**src/rtl/uart_rx_if.sv**
```systemverilog
// rtl/uart_rx_if.sv - serial line in, received byte and status out of the UART receiver
interface uart_rx_if;
  logic       rx;
  logic [7:0] uart_byte;
  logic       data_rdy;
  logic       framing_err;
  logic       busy;

  modport master (
    input  rx,
    output uart_byte,
    output data_rdy,
    output framing_err,
    output busy
  );

  modport slave (
    output rx,
    input  uart_byte,
    input  data_rdy,
    input  framing_err,
    input  busy
  );
endinterface

```
**src/rtl/uart_rx.sv**
```systemverilog
// rtl/uart_rx.sv - oversampling 8N1 UART receiver with 3-sample majority vote per bit
module uart_rx #(
  parameter int OVERSAMPLE = 16
) (
  input  logic      uart_sampling_clk,
  input  logic      rst_n,
  uart_rx_if.master bus
);

  localparam int MID = OVERSAMPLE / 2;
  localparam int TW  = $clog2(OVERSAMPLE);
  localparam logic [TW-1:0] TICK_DEC  = TW'(MID);
  localparam logic [TW-1:0] TICK_LAST = TW'(OVERSAMPLE - 1);

  typedef enum logic [2:0] {
    IDLE,
    START,
    DATA,
    STOP,
    BRK
  } state_t;

  state_t        state;
  logic [TW-1:0] tick;
  logic [2:0]    bitcnt;
  logic [7:0]    shreg;
  logic [7:0]    byte_r;
  logic          rdy_r;
  logic          ferr_r;
  logic          busy_r;

  logic sync1;
  logic rx_s;
  logic rx_d;
  logic rx_dd;
  logic fall;
  logic maj;
  logic decide;
  logic wrap;

  // Two-flop synchronizer plus two delay stages; rx_dd/rx_d/rx_s are three consecutive samples.
  always_ff @(posedge uart_sampling_clk or negedge rst_n) begin
    if (!rst_n) begin
      sync1 <= 1'b1;
      rx_s  <= 1'b1;
      rx_d  <= 1'b1;
      rx_dd <= 1'b1;
    end else begin
      sync1 <= bus.rx;
      rx_s  <= sync1;
      rx_d  <= rx_s;
      rx_dd <= rx_d;
    end
  end

  assign fall   = rx_d & ~rx_s;
  assign maj    = (rx_dd & rx_d) | (rx_dd & rx_s) | (rx_d & rx_s);
  assign decide = (tick == TICK_DEC);
  assign wrap   = (tick == TICK_LAST);

  always_ff @(posedge uart_sampling_clk or negedge rst_n) begin
    if (!rst_n) begin
      state  <= IDLE;
      tick   <= '0;
      bitcnt <= '0;
      shreg  <= '0;
      byte_r <= '0;
      rdy_r  <= 1'b0;
      ferr_r <= 1'b0;
      busy_r <= 1'b0;
    end else begin
      rdy_r  <= 1'b0;
      ferr_r <= 1'b0;
      case (state)
        IDLE: begin
          tick   <= '0;
          bitcnt <= '0;
          if (fall) begin
            state  <= START;
            busy_r <= 1'b1;
          end
        end
        START: begin
          tick <= wrap ? '0 : tick + 1'b1;
          if (decide && maj) begin
            state  <= IDLE;
            busy_r <= 1'b0;
            tick   <= '0;
          end else if (wrap) begin
            state  <= DATA;
            bitcnt <= '0;
          end
        end
        DATA: begin
          tick <= wrap ? '0 : tick + 1'b1;
          if (decide) begin
            shreg <= {maj, shreg[7:1]};
          end
          if (wrap) begin
            bitcnt <= bitcnt + 3'd1;
            if (bitcnt == 3'd7) begin
              state <= STOP;
            end
          end
        end
        STOP: begin
          tick <= wrap ? '0 : tick + 1'b1;
          // Leaving at the stop-bit centre lets a back-to-back start edge be caught.
          if (decide) begin
            tick <= '0;
            if (maj) begin
              byte_r <= shreg;
              rdy_r  <= 1'b1;
              state  <= IDLE;
              busy_r <= 1'b0;
            end else begin
              ferr_r <= 1'b1;
              state  <= BRK;
            end
          end
        end
        BRK: begin
          tick <= '0;
          if (rx_s) begin
            state  <= IDLE;
            busy_r <= 1'b0;
          end
        end
        default: begin
          state  <= IDLE;
          busy_r <= 1'b0;
          tick   <= '0;
        end
      endcase
    end
  end

  assign bus.uart_byte   = byte_r;
  assign bus.data_rdy    = rdy_r;
  assign bus.framing_err = ferr_r;
  assign bus.busy        = busy_r;

endmodule

```
**src/flat_wrapper.sv**
```systemverilog
// flat-port wrapper written by rule: the top's interface ports become plain ports
module uart_rx_flat 
#(
  parameter int OVERSAMPLE = 16
)
  (uart_sampling_clk, rst_n, bus_rx, bus_uart_byte, bus_data_rdy, bus_framing_err, bus_busy);
  uart_rx_if bus_i ();
  input  logic uart_sampling_clk;
  input  logic rst_n;
  input wire logic [$bits(bus_i.rx)-1:0] bus_rx;
  output wire logic [$bits(bus_i.uart_byte)-1:0] bus_uart_byte;
  output wire logic [$bits(bus_i.data_rdy)-1:0] bus_data_rdy;
  output wire logic [$bits(bus_i.framing_err)-1:0] bus_framing_err;
  output wire logic [$bits(bus_i.busy)-1:0] bus_busy;
  assign bus_i.rx = bus_rx;
  assign bus_uart_byte = bus_i.uart_byte;
  assign bus_data_rdy = bus_i.data_rdy;
  assign bus_framing_err = bus_i.framing_err;
  assign bus_busy = bus_i.busy;
  uart_rx #(.OVERSAMPLE(OVERSAMPLE)) u_core (.uart_sampling_clk(uart_sampling_clk), .rst_n(rst_n), .bus(bus_i));
endmodule
```
**config.mk**
```make
export PLATFORM = sky130hd
export DESIGN_NAME = uart_rx_flat
export DESIGN_NICKNAME = d
export VERILOG_FILES = /design/src/rtl/uart_rx_if.sv /design/src/rtl/uart_rx.sv /design/src/flat_wrapper.sv
export SDC_FILE = /design/constraint.sdc
export NUM_CORES = 1
export LEC_CHECK = 0
export ABC_AREA = 1
export CAP_MARGIN = 15
export CELL_PAD_IN_SITES_DETAIL_PLACEMENT = 1
export CELL_PAD_IN_SITES_GLOBAL_PLACEMENT = 1
export CORE_MARGIN = 5
export CORE_UTILIZATION = 43
export DETAILED_ROUTE_END_ITERATION = 8
export PLACE_DENSITY = 0.8
export SKIP_CTS_REPAIR_TIMING = 1
export SYNTH_ARGS = -nofsm -noshare
export SYNTH_HDL_FRONTEND = slang
export SYNTH_SLANG_ARGS = --single-unit
```
**constraint.sdc**
```tcl
create_clock -name uart_sampling_clk -period 1.8 [get_ports uart_sampling_clk]
set_input_delay 0.36 -clock uart_sampling_clk [delete_from_list [all_inputs] [get_ports uart_sampling_clk]]
set_output_delay 0.36 -clock uart_sampling_clk [all_outputs]
set_load 0.05 [all_outputs]
```
### After elaboration in Yosys (flattened, before gate mapping)

Cells that the tools add are included.

| storage, ports and cells | value |
|---|---|
| memories | 0 |
| logic and storage cells | 76 |
| memory bits (writable) | 0 |
| bits in read-only memories | 0 |
| input bits | 3 |
| register bits | 33 |
| latch bits | 0 |

| cells by class | value |
|---|---|
| equal/unequal tests | 17 |
| shift-type cells | 0 |
| multipliers | 0 |
| $lt $le $gt $ge | 0 |
| reductions and logical operators | 8 |
| divide/modulo/power cells | 0 |
| bitwise gates (word level) | 8 |
| $add $sub $neg | 2 |
| muxes and demuxes | 29 |

Operators by type and width:

| cell | count |
|---|---|
| $mux W3 | 11 |
| $ne A2 B1 Y1 const B | 8 |
| $pmux W3 S5 | 1 |
| $mux W4 | 3 |
| $pmux W4 S3 | 1 |
| $reduce_and A6 Y1 | 2 |
| $mux W1 | 11 |
| $pmux W3 S3 | 1 |
| $eq A4 B4 Y1 const B | 2 |
| $eq A3 B2 Y1 const B | 2 |
| $eq A3 B3 Y1 const B | 2 |
| $pmux W1 S5 | 1 |
| $add A4 B1 Y4 const B | 1 |
| $and A1 B1 Y1 | 4 |
| $reduce_and A4 Y1 | 1 |
| $add A3 B1 Y3 const B | 1 |
| $eq A3 B1 Y1 const B | 1 |
| $logic_not A3 Y1 | 1 |
| $ne A3 B1 Y1 const B | 1 |
| $reduce_and A3 Y1 | 1 |
| $reduce_bool A3 Y1 | 1 |
| $ne A2 B2 Y1 const B | 1 |
| $not A1 Y1 | 2 |
| $or A1 B1 Y1 | 2 |
| 2 further kinds | 2 |

### Logic depth before layout (Yosys ltp)

Gate-level depths: netlist (run 1).

| depth | value |
|---|---|
| word-level depth | 6 |
| gate-level depth with buffers | 10 |

### Worst setup path after synthesis (run 1)

OpenSTA, ideal clock, no wires.

| path | value |
|---|---|
| path type | register to register |
| from | register u_core.tick[0] |
| to | register u_core.bitcnt[0] |
| cell stages (with the launch flop) | 11 |
| data arrival time | 1.284 ns |
| buffers on the path | 0 |
| setup slack | 0.399 ns |
| cell sequence | dfrtp_1 -> inv_1 -> ha_1 -> nand3_4 -> clkinv_2 -> nand2_4 -> nand2_2 -> nand2_2 -> nand2_1 -> nand2_1 -> nand2_1 |

| between the ends | value |
|---|---|
| longest elaborated chain between the ends | 4 |
| elaborated cells on any way between the ends | 7 |
| classes of those cells | eq/ne: 5; reduce/logical: 2 |

RTL lines:

| item | RTL line | RTL |
|---|---|---|
| from (decl) | uart_rx.sv:24 | `logic [TW-1:0] tick;` |
| from (signal assigned) | uart_rx.sv:84 | `tick <= wrap ? '0 : tick + 1'b1;` |
| from (signal assigned) | uart_rx.sv:95 | `tick <= wrap ? '0 : tick + 1'b1;` |
| from (signal assigned) | uart_rx.sv:107 | `tick <= wrap ? '0 : tick + 1'b1;` |
| $eq A4 B4 Y1 | uart_rx.sv:58 | `assign decide = (tick == TICK_DEC);` |
| $logic_and A1 B1 Y1 | uart_rx.sv:85 | `if (decide && maj) begin` |
| $ne A2 B2 Y1 (no line) | - |  |
| $reduce_and A4 Y1 (no line) (*) | - |  |
| to (signal assigned) | uart_rx.sv:100 | `bitcnt <= bitcnt + 3'd1;` |
| to (decl) | uart_rx.sv:25 | `logic [2:0] bitcnt;` |

Every way passes the cells marked *; elsewhere a longest branch is shown, timed or not.
A chain may end at the register's enable or synchronous reset.

### Final worst setup path (run 1)

| path | value |
|---|---|
| from | register u_core.tick[0] |
| to | register u_core.bitcnt[1] |

Same word-level chain as after synthesis.

==> impl_metrics.ini, run 1 <==
[clock_tree]
clk_pin_slew_ns = 0.07
cts_buffers = 5
clk_path_buf_depth = 2
cts_max_level = 2
clkLatencyLatePin_ns = 0.29
cts-root-buf = clkbuf_8
cts_tree = built
clock-sinks = 33

[layout]
layout.cells.non_filler = 238
final_util = 0.509
design_area_um2 = 1830
synthToLayoutAreaGrowth_pct = 17.1
drive_above_1_share = 0.232
nets = 196
num_antenna_cells = 0

[synth]
yosysWarnings = 0
synth.ff_latch_count = 33
yosysSeqAreaShare = 0.530
async_reset_ff_frac = 1.00
synth_area_um2 = 1570
synth_edf_count = 0
syn_inst = 170
synth.area.top_cells = dfrtp_1 (46%), nand2_1 (9.1%), dfstp_2 (6.7%)
synth_common_cells = nand2_1 (38), dfrtp_1 (29), nor2_1 (22)
synth_ff_type = dfrtp_1
post-synth-top-count-cell = nand2_1
yosysTopAreaCell = dfrtp_1
syn-num-nets = 177
synth.avg_cell_area_um2 = 9.21
ys_types = 29
synth_top_area_share = 0.463

[global_routing]
antenna_found_initial = 0
met3_usage = 0.0475
grt_max_degree = 34
grt_use_total = 0.155
use_met1 = 0.186
grt_pass1_wl_mm = 6.07
first_global_vias = 1286
top_usage_layer = met2
globalRouteOverflowTotal = 0
met2_usage = 0.259

[power]
ir_drop_uv = 482
pwr_density_cell_nw_per_um2 = 1120
power.leakage_nw = 0.932

[die]
die_h_um = 70.4
die_area_um2 = 4950
start_util = 0.434
core_um2 = 3610
ios = 14
row_count = 22
die_x_um = 70.4

[drt]
routed_wl_mm = 3.44
routedWlPerCell_um = 14.4
dr.pass1.iters = 4
vias_per_cell = 4.96
vias = 1181
dr.first_iter.drc_count = 51
ant_nets = 0
route.detailed.drc = 0

[critical_path]
endpoint_kind = flop
cp.arrival_ns = 1.83
max_stage_delay_ns = 0.42
critPathMaxFanout = 6
cp_cell_sequence = inv_1 -> ha_1 -> nand3_4 -> clkinv_2 -> nand2_4 -> nand2_2 -> nand2_2 -> nand2_1 -> nand2_1 -> nand2_1
start_kind = flop
critPathKind = flop to flop
crit_required_ns = 1.98
path_delay_family = simple AND/OR/NAND/NOR gates
crit_slowest_cell = dfrtp_1
crit_top_cell = nand2_1
path_buf_inv = 2

[timing]
final_max_slew_viol_count = 0
tightest_slew_ns = 0.411
hold_viol = 0
rsz0062_at_grt = no
period_share = 0.917
fmax_mhz = 606
tns_ns = 0
finalSetupViolCount = 0
slew_headroom = 0.726
period_minus_slack_ns = 1.65
fin_skew_ns = 0.00479

[placement]
dp_hpwl_mm = 2.52
place.gp.congestion = 0.852
port_buffers = 13
dpl-instance-area_um2 = 1710
dp_cells = 230

[status]
status = complete, no violations

[run]
max_cap_viol_count = 0

[worst_hold_path]
hp-class = flop to flop
## registers in the layout (all words and copies together) (netlist names)
register                count
u_core.bus.framing_err      1
u_core.tick                 4
u_core.bus.uart_byte        8
u_core.rx_d                 1
u_core.state                3
u_core.shreg                8
u_core.bus.busy             1
u_core.bitcnt               3
u_core.bus.data_rdy         1
u_core.sync1                1
u_core.rx_s                 1
u_core.rx_dd                1
## worst register-to-register path, cell delays in order, from the launching register on
cell	delay [ns]
dfrtp_1	0.42
inv_1	0.07
ha_1	0.22
nand3_4	0.15
clkinv_2	0.09
nand2_4	0.12
nand2_2	0.12
nand2_2	0.11
nand2_1	0.10
nand2_1	0.09
nand2_1	0.05
## worst paths after layout
path / startpoint / endpoint / slack, ns / depth (start not counted)
min reg2reg: u_core.sync1 / u_core.rx_s / 0.36 / 0
max: u_core.tick[0] / u_core.bitcnt[1] / 0.15 / 10
min: u_core.sync1 / u_core.rx_s / 0.36 / 0
max in group asynchronous: rst_n / u_core.rx_dd / 1.00 / 2
max reg2reg: u_core.tick[0] / u_core.bitcnt[1] / 0.15 / 10
min in group asynchronous: rst_n / u_core.state[0] / 0.47 / 2
## power breakdown
group          switching (W)  internal, W  total [W]
Combinational       0.000309     0.000153   0.000463
Clock               0.000288     0.000450   0.000739
Sequential         0.0000633     0.000794   0.000858
## final cells by class
| class | instances | area [µm²] |
|---|---|---|
| Tap cell | 48 | 60.1 |
| Sequential cell | 33 | 831 |
| Multi-Input combinational cell | 114 | 633 |
| Timing Repair Buffer | 14 | 110 |
| Clock buffer | 6 | 82.6 |
| Inverter | 21 | 80.1 |
| Clock inverter | 2 | 37.5 |
| Fill cell | 440 | 1770 |
## per-stage QoR
stage / hold WS [ns] / worst slack, ns / power, W
4_1_cts: 0.363 / 0.149 / 0.00209
2_1_floorplan: 0.0644 / 0.399 / 0.00120
6_report: 0.362 / 0.150 / 0.00206
3_3_place_gp: 0.346 / 0.333 / 0.00130
3_5_place_dp: 0.352 / 0.183 / 0.00134
5_1_grt: 0.368 / 0.0298 / 0.00221
## metal layers
metal,vias to the layer above,share of wire
met5,-,0
met4,0,0.017
met3,5,0.033
met2,17,0.51
met1,584,0.44
li1,575,-
## logic make-up (layout without fill, tap and decap cells)
logic type,after synthesis,in the layout,share of synthesized area
AND/OR/NAND/NOR,88,88,0.286
flip-flops,33,33,0.530
XOR/XNOR,1,1,0.00559
buffers and inverters,23,43,0.0655
adder cells (fa/ha/maj),4,4,0.0320
AO/OA/AOI/OAI,21,21,0.0807
## cell usage in the layout, fill, tap and decap left out, types with 2 or more instances in the layout
master,count
ha_1,4
clkbuf_8,6
dfrtp_1,29
inv_1,18
nand3b_1,3
o21ai_0,10
nand2_4,2
nand3_1,8
nand2_1,38
nor2_4,2
clkdlybuf4s50_1,2
a21oi_1,7
dfstp_2,4
inv_2,2
nor2_2,5
buf_4,12
nor2_1,22
nand2_2,2
No activity file was read; power rests on OpenSTA's default activity.
==> run 2, diff against run 1 <==
- CORE_ASPECT_RATIO: not set -> 0.9
==> impl_metrics.ini, run 2 (synthesized netlist as in run 1, its figures left out) <==
[critical_path]
crit_top_cell = nand2_1
reg2reg_from = u_core.tick[0]
cp_cell_sequence = inv_1 -> ha_1 -> nand3_4 -> clkinv_2 -> nand2_4 -> nand2_2 -> nand2_2 -> nand2_1 -> nand2_1 -> nand2_1
crit_required_ns = 1.97
critPathKind = flop to flop
regToRegSetupSlack_ns = 0.21
crit_end = u_core.bitcnt[1]
rr_endpoint = u_core.bitcnt[1]
max_stage_delay_ns = 0.40
endpoint_kind = flop
critPathMaxFanout = 6
reg2reg_depth = 10
cp-startpoint = u_core.tick[0]
crit_slowest_cell = dfrtp_1
start_kind = flop
cp.arrival_ns = 1.76

[timing]
period_share = 0.881
timing.hold.ws_ns = 0.358
rsz0062_at_grt = no
tns_ns = 0
hold_viol = 0
period_minus_slack_ns = 1.59
final_max_slew_viol_count = 0
finalSetupViolCount = 0
tightest_slew_ns = 0.412
slew_headroom = 0.725
fin_skew_ns = 0.00433
fmax_mhz = 630

[drt]
dr.pass1.iters = 4
vias_per_cell = 4.86
route.detailed.drc = 0
vias = 1137
dr.first_iter.drc_count = 74
ant_nets = 0
routed_wl_mm = 3.11
routedWlPerCell_um = 13.3

[clock_tree]
clkLatencyLatePin_ns = 0.28
cts_buffers = 5
cts-root-buf = clkbuf_8
clock-sinks = 33
clk_pin_slew_ns = 0.07
cts_tree = built
cts_max_level = 2
clk_path_buf_depth = 2

[power]
pwr_density_cell_nw_per_um2 = 1030
power.leakage_nw = 0.919
ir_drop_uv = 446

[die]
start_util = 0.454
core_um2 = 3450
die_area_um2 = 4950
die_x_um = 73.6
die_h_um = 67.3
ios = 14
row_count = 20

[placement]
dp_hpwl_mm = 2.38
place.gp.congestion = 0.794
dpl-instance-area_um2 = 1710
dp_cells = 226
port_buffers = 13

[layout]
design_area_um2 = 1800
layout.cells.non_filler = 234
num_antenna_cells = 0
nets = 196
synthToLayoutAreaGrowth_pct = 14.6
final_common_cell = nand2_1
final_util = 0.520
drive_above_1_share = 0.232
layout_common_cells = nand2_1 (38), dfrtp_1 (29), nor2_1 (22)

[global_routing]
first_global_vias = 1182
grt_max_degree = 34
antenna_found_initial = 0
globalRouteOverflowTotal = 0
grt_use_total = 0.151
grt_pass1_wl_mm = 5.69

[worst_hold_path]
hp-class = flop to flop

[status]
status = complete, no violations

[run]
max_cap_viol_count = 0
[run 2: cell types whose count changed in the layout (fill, tap and decap cells not counted), sizes merged]
cell | before | now
clkbuf | 6 | 5
bufinv | 1 | 0
clkinv | 1 | 3
[run 2: worst min-delay path by stage]
stage / startpoint / to / cells past startpoint
final: u_core.sync1 / u_core.rx_s / 0
after CTS: u_core.sync1 / u_core.rx_s / 0
after floorplan: rst_n / u_core.bitcnt[0] / 0
after global routing: u_core.sync1 / u_core.rx_s / 0
after global placement: u_core.sync1 / u_core.rx_s / 0
after detailed placement: u_core.sync1 / u_core.rx_s / 0
[run 2: cell type report]
type,count,area (µm²)
Fill cell,418,1660
Clock inverter,3,17.5
Clock buffer,5,68.8
Inverter,21,80.1
Sequential cell,33,831
Timing Repair Buffer,14,110
Tap cell,44,55.1
Multi-Input combinational cell,114,633
[run 2: worst max-delay path: cells and delay by family, from the launching register on]
kind / cells / cell delay, ns
adder cells (fa/ha/maj): 1 / 0.22
buffers and inverters: 2 / 0.14
flip-flops: 1 / 0.40
AND/OR/NAND/NOR: 7 / 0.70
[run 2: stage by stage]
stage,setup slack [ns],total power [W]
4_1_cts,0.194,0.00188
3_5_place_dp,0.204,0.00133
3_3_place_gp,0.331,0.00131
2_1_floorplan,0.399,0.00120
6_report,0.214,0.00185
5_1_grt,0.0240,0.00200
[run 2: report_power, final]
| group | internal (W) | switching [W] |
|---|---|---|
| sequential | 0.000795 | 0.0000600 |
| combinational | 0.000153 | 0.000309 |
| clock | 0.000266 | 0.000269 |
[run 2: metal layers]
layer / up-vias / track usage / part of all wire
met2: 15 / 0.231 / 0.47
met1: 546 / 0.203 / 0.48
met4: 0 / 0.0588 / 0.010
met3: 5 / 0.0417 / 0.040
met5: - / 0 / 0
li1: 571 / - / -
==> run 3, diff against run 2 <==
- PLACE_DENSITY: 0.8 -> not set
- PLACE_DENSITY_LB_ADDON: not set -> 0.3
- REMOVE_ABC_BUFFERS: not set -> 1
==> impl_metrics.ini, run 3 (synthesized netlist as in run 1, its figures left out) <==
[status]
status = complete, no violations

[worst_hold_path]
hp-class = flop to flop
worstHoldStart = u_core.sync1
min_to = u_core.rx_s
min_path_cells = 0

[global_routing]
grt_use_total = 0.165
globalRouteOverflowTotal = 0
antenna_found_initial = 0
grt_pass1_wl_mm = 6.08
grt_max_degree = 34
first_global_vias = 1253

[timing]
tightest_slew_ns = 0.419
fmax_mhz = 648
slew_headroom = 0.720
fin_skew_ns = 0.00504
final_max_slew_viol_count = 0
period_minus_slack_ns = 1.54
rsz0062_at_grt = no
finalSetupViolCount = 0
period_share = 0.858
tns_ns = 0
hold_viol = 0
fin_ws_ns = 0.256

[critical_path]
critPathMaxFanout = 6
critPathKind = flop to flop
regToRegSetupSlack_ns = 0.26
rr_endpoint = u_core.bitcnt[1]
reg2reg_depth = 10
start_kind = flop
cp.arrival_ns = 1.72
reg2reg_from = u_core.tick[0]
endpoint_kind = flop
crit_required_ns = 1.98

[drt]
dr.pass1.iters = 4
vias = 1159
routed_wl_mm = 3.33
ant_nets = 0
routedWlPerCell_um = 14.2
dr.first_iter.drc_count = 62
vias_per_cell = 4.95
route.detailed.drc = 0

[die]
die_h_um = 67.3
core_um2 = 3450
die_x_um = 73.6
start_util = 0.454
die_area_um2 = 4950
row_count = 20
ios = 14

[clock_tree]
cts_buffers = 5
cts_tree = built
clk_pin_slew_ns = 0.07
cts-root-buf = clkbuf_8
clock-sinks = 33
clk_path_buf_depth = 2
cts_max_level = 2
clkLatencyLatePin_ns = 0.29

[layout]
nets = 196
layout.cells.non_filler = 234
drive_above_1_share = 0.226
synthToLayoutAreaGrowth_pct = 16.5
layout_common_cells = nand2_1 (38), dfrtp_1 (29), nor2_1 (22)
design_area_um2 = 1830
final_common_cell = nand2_1
final_util = 0.529
num_antenna_cells = 0

[placement]
place.gp.congestion = 0.909
dpl-instance-area_um2 = 1710
dp_cells = 226
port_buffers = 13
dp_hpwl_mm = 2.47
pre_cts_ws_ns = 0.250

[run]
max_cap_viol_count = 0

[power]
pwr_density_cell_nw_per_um2 = 1120
ir_drop_uv = 508
power.leakage_nw = 0.933
-- run 3: final cells by class --
type / instances / area, µm²
clock buffers: 7 / 86.3
clock inverters: 1 / 30.0
fillers: 402 / 1630
inverters: 21 / 80.1
multi-input cells: 114 / 633
flip-flops and latches: 33 / 831
well taps: 44 / 55.1
repair buffers: 14 / 110
-- run 3: worst max path at each step --
stage                                   to  slack, ns           start  cells after the start
after global routing      u_core.bitcnt[1]       0.12  u_core.tick[0]                     10
final                     u_core.bitcnt[1]       0.26  u_core.tick[0]                     10
after floorplan           u_core.bitcnt[0]       0.40  u_core.tick[0]                     10
after global placement    u_core.bitcnt[2]       0.33  u_core.tick[0]                     10
after detailed placement  u_core.bitcnt[1]       0.25  u_core.tick[0]                     10
after CTS                 u_core.bitcnt[2]       0.24  u_core.tick[0]                     10
-- run 3: metal layers --
layer / track usage / vias up / routed length, µm
li1: - / 580 / -
met1: 0.219 / 554 / 1640
met2: 0.250 / 15 / 1490
met3: 0.0402 / 10 / 123
met4: 0.0814 / 0 / 85
met5: 0 / - / 0
-- run 3: report_power, final --
group          internal (W)  switching [W]
registers          0.000795      0.0000617
logic              0.000153       0.000310
clock network      0.000451       0.000270
total               0.00140       0.000642
-- run 3: critical path, stage by stage (launching register included) --
cell and delay [ns]:
dfrtp_1 0.39, inv_1 0.06, ha_1 0.22, nand3_4 0.15
clkinv_2 0.09, nand2_4 0.12, nand2_2 0.12, nand2_2 0.11
nand2_1 0.09, nand2_1 0.06, nand2_1 0.04
-- run 3: metrics by stage --
step / power, W / hold slack, ns
finish: 0.00204 / 0.352
global route: 0.00217 / 0.357
CTS: 0.00206 / 0.357
detailed placement: 0.00133 / 0.349
global placement: 0.00131 / 0.348
floorplan: 0.00120 / 0.0644
